[src/rtl/raycast_pkg.sv]
// Shared types and screen geometry for the raycaster write path.
// Wall shading is selected by the SHADE_EN macro in column_pixel_writer.
package raycast_pkg;

    localparam int SCREEN_WIDTH  = 320;
    localparam int SCREEN_HEIGHT = 180;

    typedef struct packed {
        logic [4:0] r;
        logic [5:0] g;
        logic [4:0] b;
    } rgb565_t;

    typedef enum logic [1:0] {
        IDLE,
        DRAW,
        WAIT_SWAP
    } writer_state_t;

    function automatic rgb565_t shade_half(rgb565_t c);
        rgb565_t s;
        s.r = c.r >> 1;
        s.g = c.g >> 1;
        s.b = c.b >> 1;
        return s;
    endfunction

endpackage

[src/rtl/column_span_calc.sv]
// Clamps a wall height to the screen and centres it vertically.
// Any odd leftover row lands below the wall, on the floor.
module column_span_calc
    import raycast_pkg::*;
#(
    parameter int SCREEN_HEIGHT = raycast_pkg::SCREEN_HEIGHT
) (
    input  logic [7:0] height,
    output logic [7:0] draw_start,
    output logic [7:0] draw_end
);

    localparam logic [7:0] H_MAX = 8'(SCREEN_HEIGHT);

    logic [7:0] h;
    logic [7:0] gap;

    always_comb begin
        h          = (height > H_MAX) ? H_MAX : height;
        gap        = H_MAX - h;
        draw_start = gap >> 1;
        draw_end   = draw_start + h;
    end

endmodule

[src/rtl/column_pixel_writer.sv]
// Expands column descriptors into per-pixel frame buffer writes.
// Define SHADE_EN to darken y-side walls by halving each channel.
module column_pixel_writer
    import raycast_pkg::*;
#(
    parameter int                     PIXEL_WIDTH   = 16,
    parameter int                     SCREEN_WIDTH  = raycast_pkg::SCREEN_WIDTH,
    parameter int                     SCREEN_HEIGHT = raycast_pkg::SCREEN_HEIGHT,
    parameter logic [PIXEL_WIDTH-1:0] CEIL_COLOR    = 16'h4208,
    parameter logic [PIXEL_WIDTH-1:0] FLOOR_COLOR   = 16'h8410
) (
    input  logic                   pixel_clk_in,
    input  logic                   rst_n_in,
    input  logic                   col_valid_in,
    output logic                   col_ready_out,
    input  logic [8:0]             col_x_in,
    input  logic [7:0]             col_height_in,
    input  logic [PIXEL_WIDTH-1:0] col_color_in,
    input  logic                   col_side_in,
    input  logic                   col_last_in,
    input  logic                   fb_swap_in,
    output logic                   ray_valid_out,
    output logic [15:0]            ray_address_out,
    output logic [PIXEL_WIDTH-1:0] ray_pixel_out,
    output logic                   ray_last_pixel_out,
    output logic                   busy_out
);

    localparam logic [8:0]  X_LIMIT  = 9'(SCREEN_WIDTH);
    localparam logic [15:0] ROW_STEP = 16'(SCREEN_WIDTH);
    localparam logic [7:0]  LAST_ROW = 8'(SCREEN_HEIGHT - 1);

    writer_state_t state, state_next;

    logic [7:0]             row;
    logic [15:0]            addr;
    logic [7:0]             start_q, end_q;
    logic [PIXEL_WIDTH-1:0] wall_q;
    logic                   last_q;

    logic [7:0]             span_start, span_end;
    logic [PIXEL_WIDTH-1:0] wall_in;
    logic [PIXEL_WIDTH-1:0] pixel_sel;
    logic                   accept;
    logic                   x_oob;

    column_span_calc #(
        .SCREEN_HEIGHT (SCREEN_HEIGHT)
    ) u_span (
        .height     (col_height_in),
        .draw_start (span_start),
        .draw_end   (span_end)
    );

`ifdef SHADE_EN
    assign wall_in = col_side_in ? PIXEL_WIDTH'(shade_half(rgb565_t'(col_color_in)))
                                 : col_color_in;
`else
    logic side_unused;
    assign side_unused = col_side_in;
    assign wall_in     = col_color_in;
`endif

    assign col_ready_out = (state == IDLE);
    assign busy_out      = (state != IDLE);
    assign accept        = col_valid_in && col_ready_out;
    assign x_oob         = (col_x_in >= X_LIMIT);

    always_comb begin
        pixel_sel = FLOOR_COLOR;
        if (row < start_q)
            pixel_sel = CEIL_COLOR;
        else if (row < end_q)
            pixel_sel = wall_q;
    end

    always_ff @(posedge pixel_clk_in or negedge rst_n_in) begin
        if (!rst_n_in)
            state <= IDLE;
        else
            state <= state_next;
    end

    // A swap seen while the last pixel is still on the bus belongs to the
    // previous frame, so it must not release the wait.
    always_comb begin
        state_next = state;
        unique case (state)
            IDLE: begin
                if (accept) begin
                    if (x_oob)
                        state_next = col_last_in ? WAIT_SWAP : IDLE;
                    else
                        state_next = DRAW;
                end
            end
            DRAW: begin
                if (row == LAST_ROW)
                    state_next = last_q ? WAIT_SWAP : IDLE;
            end
            WAIT_SWAP: begin
                if (fb_swap_in && !ray_last_pixel_out)
                    state_next = IDLE;
            end
            default: state_next = IDLE;
        endcase
    end

    always_ff @(posedge pixel_clk_in or negedge rst_n_in) begin
        if (!rst_n_in) begin
            row                <= '0;
            addr               <= '0;
            start_q            <= '0;
            end_q              <= '0;
            wall_q             <= '0;
            last_q             <= 1'b0;
            ray_valid_out      <= 1'b0;
            ray_address_out    <= '0;
            ray_pixel_out      <= '0;
            ray_last_pixel_out <= 1'b0;
        end else begin
            ray_valid_out      <= 1'b0;
            ray_last_pixel_out <= 1'b0;
            unique case (state)
                IDLE: begin
                    if (accept) begin
                        row     <= '0;
                        addr    <= {7'b0, col_x_in};
                        start_q <= span_start;
                        end_q   <= span_end;
                        wall_q  <= wall_in;
                        last_q  <= col_last_in;
                        if (x_oob && col_last_in) begin
                            ray_valid_out      <= 1'b1;
                            ray_last_pixel_out <= 1'b1;
                            ray_address_out    <= '0;
                            ray_pixel_out      <= FLOOR_COLOR;
                        end
                    end
                end
                DRAW: begin
                    ray_valid_out      <= 1'b1;
                    ray_address_out    <= addr;
                    ray_pixel_out      <= pixel_sel;
                    ray_last_pixel_out <= last_q && (row == LAST_ROW);
                    row                <= row + 8'd1;
                    addr               <= addr + ROW_STEP;
                end
                default: ;
            endcase
        end
    end

endmodule

[config.mk]
export PLATFORM = sky130hd
export DESIGN_NAME = column_pixel_writer
export DESIGN_NICKNAME = d
export VERILOG_FILES = /design/src/rtl/raycast_pkg.sv /design/src/rtl/column_span_calc.sv /design/src/rtl/column_pixel_writer.sv
export SDC_FILE = /design/constraint.sdc
export NUM_CORES = 1
export LEC_CHECK = 0
export ABC_AREA = 0
export CAP_MARGIN = 30
export CORE_ASPECT_RATIO = 1.5
export CORE_UTILIZATION = 57
export CTS_CLUSTER_DIAMETER = 80
export DETAILED_ROUTE_END_ITERATION = 10
export PLACE_DENSITY = 0.85
export SYNTH_ARGS = -nofsm -noshare
export SYNTH_HDL_FRONTEND = slang
export SYNTH_SLANG_ARGS = --single-unit
export TNS_END_PERCENT = 50
[constraint.sdc]
create_clock -name pixel_clk_in -period 5.9 [get_ports pixel_clk_in]
set_input_delay 0.59 -clock pixel_clk_in [delete_from_list [all_inputs] [get_ports pixel_clk_in]]
set_output_delay 0.59 -clock pixel_clk_in [all_outputs]
set_load 0.01 [all_outputs]
# After elaboration in Yosys (flattened, before gate mapping)
# Index checks and enable logic that the tools add are counted.
[word_totals] mem_count=0 inputBits=39 mem_bits_rw=0 elab_cells=62 mem_bits_ro=0 out_inout_bits=36 reg_bits=92 latchBits=0
[classes] addsub=4 order_cmp=4 shift=0 n_mux=24 reduce_logical=12 multipliers=0 div=0 bitwise=0 n_eq_ne=7
[ops] operator="16-bit 2-to-1 mux" n=7
[ops] operator="16-bit one-hot mux with 2 select lines" n=3
[ops] operator="16-bit by 9-bit adder with 16-bit output (second input constant)" n=1
[ops] operator="8-bit 2-to-1 mux" n=2
[ops] operator="8-bit one-hot mux with 2 select lines" n=1
[ops] operator="2-bit 2-to-1 mux" n=6
[ops] operator="9-bit greater-or-equal comparator (second input constant)" n=1
[ops] operator="7-bit by 8-bit adder with 8-bit output" n=1
[ops] operator="8-bit by 1-bit adder with 8-bit output (second input constant)" n=1
[ops] operator="8-bit == test (second input constant)" n=1
[ops] operator="8-bit greater-than comparator (second input constant)" n=1
[ops] operator="8-bit by 7-bit less-than comparator with 1-bit output" n=1
[ops] operator="8-bit less-than comparator" n=1
[ops] operator="8-bit subtractor (first input constant)" n=1
[ops] operator="2-bit one-hot mux with 3 select lines" n=1
[ops] operator="3-bit AND reduction" n=2
[ops] operator="1-bit logical AND" n=4
[ops] operator="2-bit by 1-bit != test with 1-bit output (second input constant)" n=2
[ops] operator="2-bit != test (second input constant)" n=2
[ops] operator="1-bit one-hot mux with 2 select lines" n=2
[ops] operator="2-bit AND reduction" n=2
[ops] operator="2-bit nonzero test" n=2
[ops] operator="2-bit by 1-bit == test with 1-bit output (second input constant)" n=1
[ops] operator="2-bit == test (second input constant)" n=1
[ops] operator="3 further kinds" n=4

# Logic depth before layout (Yosys ltp)
# Gate-level depths: netlist of run 1.
[depth] depth_word=5 ltp_mapped=15 depth_no_buf=14

# Cells and area by module
# Synthesis of run 1 repeated with hierarchy kept, for this count alone.
[hier_totals] cells_unflattened=432 area_unflattened_um2=4733.3
[modules_own_cells] module="column_pixel_writer" seq_area_each_um2=2327.2 instances=1 area_each_um2=4093.9 cells_per_inst=343
[modules_own_cells] module="column_span_calc" seq_area_each_um2=0.0 instances=1 area_each_um2=639.4 cells_per_inst=89

# Worst setup path before layout of run 1
# Ideal clock, no wire load.
[synth_path] path_kind="input to register" from="in col_height_in[5]" to="reg end_q[7]" setup_ns=0.069 t_required_ns=5.831 cell_stages=14 setup_slack_ns=2.485 t_arrival_ns=3.347 cell_sequence="clkbuf_1 and2_1 o21a_1 o21ai_0 nand2_1 ha_1 a21oi_1 o21ai_0 xnor2_1 ha_1 inv_1 o41a_1 or4_1 nand3_1"
[synth_via] elab_chain_len=4
[synth_lines] element="start: declaration" line_no="column_pixel_writer.sv:17" rtl="input logic [7:0] col_height_in,"
[synth_lines] element="8-bit greater-than comparator" line_no="column_span_calc.sv:19" rtl="h = (height > H_MAX) ? H_MAX : height;"
[synth_lines] element="8-bit 2-to-1 mux *" line_no="column_span_calc.sv:19"
[synth_lines] element="8-bit subtractor *" line_no="column_span_calc.sv:20" rtl="gap = H_MAX - h;"
[synth_lines] element="named net span_start[5]" line_no="column_pixel_writer.sv:41" rtl="logic [7:0] span_start, span_end;"
[synth_lines] element="7-bit by 8-bit adder with 8-bit output *" line_no="column_span_calc.sv:22" rtl="draw_end = draw_start + h;"
[synth_lines] element="end signal: assignment" line_no="column_pixel_writer.sv:130" rtl="end_q <= span_end;"
[synth_lines] element="end: declaration" line_no="column_pixel_writer.sv:37" rtl="logic [7:0] start_q, end_q;"
# The timed path passes the listed nets; every way through them passes the cells marked *.
# A chain may end at the register's enable or synchronous reset.

# Worst setup path after layout of run 1
[layout_path] from="in col_height_in[7]" to="reg end_q[7]"
[layout_via] elab_chain_len=4
[layout_lines] element="8-bit greater-than comparator" line_no="column_span_calc.sv:19"
[layout_lines] element="8-bit 2-to-1 mux" line_no="column_span_calc.sv:19"
[layout_lines] element="8-bit subtractor" line_no="column_span_calc.sv:20"
[layout_lines] element="named net span_start[5]" line_no="column_pixel_writer.sv:41"
[layout_lines] element="7-bit by 8-bit adder with 8-bit output" line_no="column_span_calc.sv:22"
# The timed path passes the listed nets, and every way through them passes these cells.

==> results by group, run 1 <==
Clocking
  – TritonCTS clock tree: done
  – H-tree levels: 3
  – Max Root-Sink Buffers: 2
  – # hold bufs at CTS: 0
  – Root Buffer: clkbuf_16
  – Sink Count: 92
  – Resized cells post-CTS: 0
  – Clock Latency Late Sink: 340 ps
  – Setup repair bufs after CTS: 0
  – CTS buffer count: 9
  – CTS clock-pin slew for the worst setup and hold paths: ~60 ps

Detailed routing
  – Vias: between 3k and 4k
  – Remaining antenna violation count after routing: 0
  – DRC Markers: 0
  – Pre-Repair DR Iteration Count: 4
  – 1st-iter DRT viols: 183
  – Vias per cell: 5.77
  – Post-Route WL: 9540 µm
  – DR WL/cell: 16.1 µm

Yosys
  – Unique cell type count in the Yosys netlist: 50
  – Synth Area in Simple Gates: 11.1%
  – Largest family of logic cells by synthesized area: compound AO/OA/AOI/OAI gates
  – Top post-synthesis cells by area: dfrtp_1 (51%), ha_1 (6.4%), mux2_2 (6.3%)
  – Main flop type after synthesis: dfrtp_1
  – XOR/XNOR Fraction of Synth Area: 2.34%
  – Netlist Area Pre-Place: 4490 µm²
  – Synth Register Bits: 92
  – Mux share of post-synthesis cell area: 6.49%
  – Complex-gate fraction of the synthesized area: 18.3%
  – Warnings, synthesis: 0
  – Mapped Nets: approximately 480
  – Post-synth ARST share: between 90% and 100%
  – Mapped Cells: 420
  – Post-synthesis adder-cell area fraction: 6.41%
  – Register area share after synthesis: between 50% and 60%
  – Synth top area share: 51.3%
  – Synth area leader: dfrtp_1
  – Avg Inst Size Synth: 10.7 µm²
  – Number of synthesized flops with an enable pin: 0

Power
  – Power Density: 265 nW/µm²
  – Max VDD drop: 178 µV
  – Lkg Pwr: 2.53 nW

Status
  – Status: complete, no violations

Floorplanning
  – Die area: 8240 µm²
  – Core Footprint: 7610 µm²
  – Initial Util: about three fifths
  – Die W: 74.5 µm
  – I/O Pins: 75
  – FP Rows: 39
  – Die Ht: 111 µm

STA
  – Final setup vio count: 0
  – Setup_tns: 0 ps
  – Final Hold Viols: 0
  – Crit share post-route: about 65%
  – Slew Limit Fails: 0
  – Peak Freq: 261 MHz
  – Min Tclk post-route: 3820 ps
  – Max-slew headroom: a little under half
  – RSZ-0062 raised after global routing: false
  – Worst Clk Skew: 6.02 ps
  – Worst slew pin tran: 790 ps

Place
  – Detailed Place HPWL: between 6000 and 7000 µm
  – Placed inst area: between 5000 and 6000 µm²
  – Gpl congestion: 0.773
  – # port buffers: 73

Global routing
  – All-Layer GR Usage: 25.3%
  – Vias in the first global route: about 3.5k
  – Total grt overflow: 0
  – First-pass GRT wire length: 16000 µm
  – Largest net degree at the start of global routing: 79
  – Initial antenna violation count: 0

Run
  – Max-cap violations: 0

Finish
  – # nets final: roughly 550
  – Layout cell share with drive strength beyond 1: ~10%
  – Area Overhead vs Synth: 25.8%
  – Finished Cell Area: 5650 µm²
  – Diode count: 0

Worst setup path
  – Worst Setup Start Kind: input pin
  – Worst R2R End: ray_pixel_out[3]
  – R2R setup slack: approximately 3400 ps
  – Crit end category: flip-flop
  – R2R Path Start: state[1]
  – Worst EP arrival: 4100 ps
  – Crit Path Max Fanout: 15
  – Cells on worst reg2reg path: 6
  – Critical path startpoint: col_height_in[7]
  – Setup Crit Path Kind: in2reg
  – Worst endpoint required time: between 6000 and 7000 ps

Worst hold path
  – Worst hold path type: in2async
==> stage by stage <==
stage	hold WS (ps)	total power [mW]	util (%)	cells	setup slack [ps]
after floorplan	294	0.800	-	420	2480
after global placement	461	0.886	69.3	574	1800
after detailed placement	464	0.898	70.0	576	1710
after CTS	109	1.51	74.2	591	2060
after global routing	115	1.56	74.2	591	1820
final	109	1.50	74.2	591	2080
==> placed cells by master, fill, tap and decap left out, types with 3 or more instances in the layout <==
cell,count
mux2_2,25
nand3_1,12
buf_4,3
clkdlybuf4s50_1,72
ha_1,23
nand2b_1,7
clkbuf_16,9
dfrtp_1,92
o21ai_0,43
a221o_1,3
nand2_1,30
a21o_1,5
xnor2_1,9
and2_1,7
a31oi_1,3
a32o_1,11
xor2_1,3
nor3_1,5
o21a_1,3
nor2b_1,6
inv_1,26
and3_1,3
a21oi_1,16
o211ai_1,3
a22o_1,17
nor2_1,16
==> layer usage <==
metal / vias to the layer above / track usage [%] / routed length, µm
met1: 1663 / 29.7 / 3870
met2: 80 / 43.8 / 5110
met5: - / 0 / 0
met4: 0 / 11.1 / 242
li1: 1645 / - / -
met3: 21 / 4.45 / 317
==> worst max path at each step <==
| stage | slack, ps | cells past startpoint | to |
|---|---|---|---|
| after floorplan | 2480 | 14 | end_q[7] |
| after global placement | 1800 | 14 | end_q[7] |
| after detailed placement | 1710 | 13 | end_q[7] |
| after CTS | 2060 | 13 | end_q[7] |
| after global routing | 1820 | 14 | end_q[7] |
| final | 2080 | 13 | end_q[7] |
==> state kept, by name, indices dropped and copies added, names as in the netlist <==
register            count
ray_last_pixel_out      1
ray_address_out        16
wall_q                 16
start_q                 7
state                   2
last_q                  1
row                     8
ray_valid_out           1
addr                   16
end_q                   8
ray_pixel_out          16
==> Yosys cell counts (2+ instances only) <==
cell type   n
a221o_1     3
and3_1      3
a21oi_1    16
xor2_1      3
o21a_1      3
nand2_1    30
clkbuf_1   19
o31ai_1     2
nor2_1     17
nand3_1    12
o21ai_0    43
nor3_1      5
xnor2_1     9
inv_1      26
o211ai_1    3
a21o_1      5
a22o_1     17
and2_1      7
nor3b_1     2
dfrtp_1    92
nand2b_1    7
a32o_1     11
and4_1      2
nand4_1     2
a31oi_1     3
buf_1       3
mux2_2     25
nor2b_1     6
ha_1       23
==> where the power goes <==
group / total, mW / internal, mW / switching, mW
Sequential: 0.702 / 0.666 / 0.0360
Combinational: 0.188 / 0.104 / 0.0840
Clock: 0.609 / 0.380 / 0.229
==> cell type report <==
cell class	instances	area, µm²
clock buffer	11	243
clock inverter	4	73.8
fill	533	1970
inverter	26	97.6
multi-input combinational	279	2000
sequential	92	2300
tap	102	128
timing repair buffer	77	798
==> worst max-delay path, cell delays in order <==
cell,delay [ps]
clkdlybuf4s50_1,740
and4_1,300
nand2b_1,230
inv_1,70
ha_1,190
a21oi_1,260
o21ai_0,190
xnor2_1,180
ha_1,320
inv_1,60
o41a_1,460
or4_1,410
nand3_1,90
==> cell families (layout without fill, tap and decap cells) <==
kind of cell | count (synthesis) | after routing
buf+inv | 49 | 118
mux | 26 | 26
simple gates | 99 | 99
compound gates | 119 | 119
xor+xnor | 12 | 12
flops | 92 | 92
fa+ha+maj | 23 | 23
Note: power is estimated with default switching activity, not from simulation.
==> inputs of run 2 (changes only) <==
--- a/config.mk
+++ b/config.mk
@@ -8,10 +8,10 @@
 export ABC_AREA = 0
 export CAP_MARGIN = 30
 export CORE_ASPECT_RATIO = 1.5
-export CORE_UTILIZATION = 57
+export CORE_UTILIZATION = 48
 export CTS_CLUSTER_DIAMETER = 80
 export DETAILED_ROUTE_END_ITERATION = 10
-export PLACE_DENSITY = 0.85
+export PLACE_DENSITY = 0.76
 export SYNTH_ARGS = -nofsm -noshare
 export SYNTH_HDL_FRONTEND = slang
 export SYNTH_SLANG_ARGS = --single-unit
==> constraint.sdc (replaced) <==
create_clock -name pixel_clk_in -period 3.4 [get_ports pixel_clk_in]
set_input_delay 0.34 -clock pixel_clk_in [delete_from_list [all_inputs] [get_ports pixel_clk_in]]
set_output_delay 0.34 -clock pixel_clk_in [all_outputs]
set_load 0.01 [all_outputs]
==> results by group, run 2 (same netlist as run 1, synthesis figures left out) <==
Status
  – Status: complete, no violations (unchanged)

Worst setup path
  – Slowest cell delay on critical path: 560 ps (was 740 ps)
  – Largest delay contributor family on the critical path: simple AND/OR/NAND/NOR gates (unchanged)
  – Worst R2R End: ray_pixel_out[14] (was ray_pixel_out[3])
  – Crit path cell chain: clkdlybuf4s50_1 > and4_1 > nand2b_1 > inv_1 > ha_1 > a21oi_1 > o21ai_0 > xnor2_1 > ha_1 > inv_1 > o41a_1 > or4_1 > nand3_1 (unchanged)
  – Cells on worst reg2reg path: 6 (unchanged)
  – Worst endpoint required time: 3670 ps (was 6170 ps)
  – Buf/Inv on CP: 3 (unchanged)
  – R2R Path Start: row[4] (was state[1])
  – Crit-path slowest cell: clkdlybuf4s50_1 (unchanged)
  – R2R setup slack: 920 ps (was 3360 ps)
  – Crit end category: flip-flop (unchanged)
  – Worst EP arrival: 3400 ps (was 4100 ps)
  – Crit Path Max Fanout: 6 (was 15)
  – Worst Setup Start Kind: input pin (unchanged)
  – Setup Crit Path Kind: in2reg (unchanged)

Finish
  – # nets final: 563 (was 547)
  – Diode count: 0 (unchanged)
  – Area Overhead vs Synth: 27.7% (was 25.8%)
  – Most common cell after layout, fill and taps aside: dfrtp_1 (unchanged)
  – Most frequent cells in the layout: dfrtp_1 (92), clkdlybuf4s50_1 (72), o21ai_0 (42), nand2_1 (30), inv_1 (26) (was dfrtp_1 (92), clkdlybuf4s50_1 (72), o21ai_0 (43), nand2_1 (30), inv_1 (26))
  – Layout cell share with drive strength beyond 1: 12.8% (was 10.0%)
  – Filler Cell Count: 713 (was 533)
  – Cell Count, Final, Fillers Out: 616 (was 591)

STA
  – Max-slew headroom: 46.7% (was 47.2%)
  – Final setup vio count: 0 (unchanged)
  – Final Hold Viols: 0 (unchanged)
  – Crit share post-route: 92.0%
  – RSZ-0062 raised after global routing: false (unchanged)
  – Worst Hold Margin: 84.8 ps (was 109 ps)
  – Min Tclk post-route: 3130 ps
  – Worst Clk Skew: 4.35 ps (was 6.02 ps)
  – Peak Freq: 320 MHz
  – Worst slew pin tran: 800 ps (was 790 ps)
  – Slew Limit Fails: 0 (unchanged)

Detailed routing
  – DR WL/cell: 16.1 µm (about the same)
  – Vias per cell: 5.66 (was 5.77)
  – Post-Route WL: 9930 µm (was 9540 µm)
  – DRC Markers: 0 (unchanged)
  – Remaining antenna violation count after routing: 0 (unchanged)
  – Vias: 3489 (was 3409)
  – 1st-iter DRT viols: 231 (was 183)
  – Pre-Repair DR Iteration Count: 4 (unchanged)

Power
  – Max VDD drop: 350 µV (was 178 µV)
  – Power Density: 453 nW/µm² (was 265 nW/µm²)
  – Lkg Pwr: 2.59 nW (was 2.53 nW)
  – Power Total: 2.60 mW (was 1.50 mW)

Clocking
  – CTS buffer count: 9 (unchanged)
  – Sink Count: 92 (unchanged)
  – Setup repair bufs after CTS: 0 (unchanged)
  – Root Buffer: clkbuf_16 (unchanged)
  – TritonCTS clock tree: done (unchanged)
  – Clock Latency Late Sink: 330 ps (was 340 ps)
  – CTS clock-pin slew for the worst setup and hold paths: 60 ps (about the same)
  – H-tree levels: 3 (unchanged)
  – Max Root-Sink Buffers: 2 (unchanged)

Global routing
  – Vias in the first global route: 3526 (was 3484)
  – All-Layer GR Usage: 21.8% (was 25.3%)
  – Total grt overflow: 0 (unchanged)
  – Initial antenna violation count: 0 (unchanged)
  – First-pass GRT wire length: 16200 µm (was 16000 µm)
  – Largest net degree at the start of global routing: 66 (was 79)

Floorplanning
  – I/O Pins: 75 (unchanged)
  – Die area: 9750 µm² (was 8240 µm²)
  – Die Ht: 120 µm (was 111 µm)
  – FP Rows: 42 (was 39)
  – Core Footprint: 8930 µm² (was 7610 µm²)
  – Die W: 81.0 µm (was 74.5 µm)
  – Initial Util: 50.3% (was 59.0%)

Place
  – # port buffers: 73 (unchanged)
  – Gpl congestion: 0.843 (was 0.773)
  – Detailed Place HPWL: 6910 µm (was 6510 µm)
  – Placed insts: 600 (was 576)

Worst hold path
  – Worst hold path type: in2async (unchanged)

Run
  – Max-cap violations: 0 (unchanged)
==> run 2: repair_timing <==
item / 4_1_cts / 5_1_grt
endpoints found under the setup margin: 0 / 2
hold buffers: 0 / 0
gates resized for setup: 0 / 2
==> run 2: power breakdown <==
group	switching, mW	internal (mW)	total, mW
registers	0.0608	1.16	1.22
logic	0.150	0.197	0.346
clock network	0.389	0.645	1.03
total	0.599	2.00	2.60
==> run 2: layout make-up <==
type | instances | area [µm²] | area share, %
timing repair buffer | 93 | 878 | 15.3
tap | 110 | 138 | 2.40
sequential | 92 | 2300 | 40.1
inverter | 26 | 97.6 | 1.70
clock inverter | 4 | 73.8 | 1.29
clock buffer | 12 | 236 | 4.12
multi-input combinational | 279 | 2010 | 35.0
==> run 2: layer usage <==
metal,routed length (µm),up-vias,track usage (%)
li1,-,1679,-
met2,5520,71,40.5
met1,3960,1726,24.6
met3,271,13,3.17
met5,0,-,0
met4,176,0,7.25
==> run 2: metrics by stage <==
step	area, µm²	TNS, ps	util, %	setup WS [ps]
5_1_grt	5730	0	64.2	67.3
6_report	5730	0	64.2	270
4_1_cts	5730	0	64.1	175
3_3_place_gp	5420	-75.8	60.7	-75.8
3_5_place_dp	5420	-295	60.7	-177
2_1_floorplan	4490	0	-	235
==> run 2: worst max-delay path by stage <==
stage | start | endpoint | depth (start not counted)
after CTS | col_height_in[4] | end_q[7] | 14
after floorplan | col_height_in[5] | end_q[7] | 14
after global routing | col_height_in[4] | end_q[7] | 14
after global placement | col_height_in[4] | end_q[7] | 14
after detailed placement | col_height_in[4] | end_q[7] | 14
final | col_height_in[7] | end_q[7] | 13
==> run 2: worst register-to-register path: stages, from the launching register on <==
cell     delay, ps
dfrtp_1        470
ha_1           320
o21a_1         140
nand2_1         50
o21ai_0        470
nand2_1        470
a221o_1        430
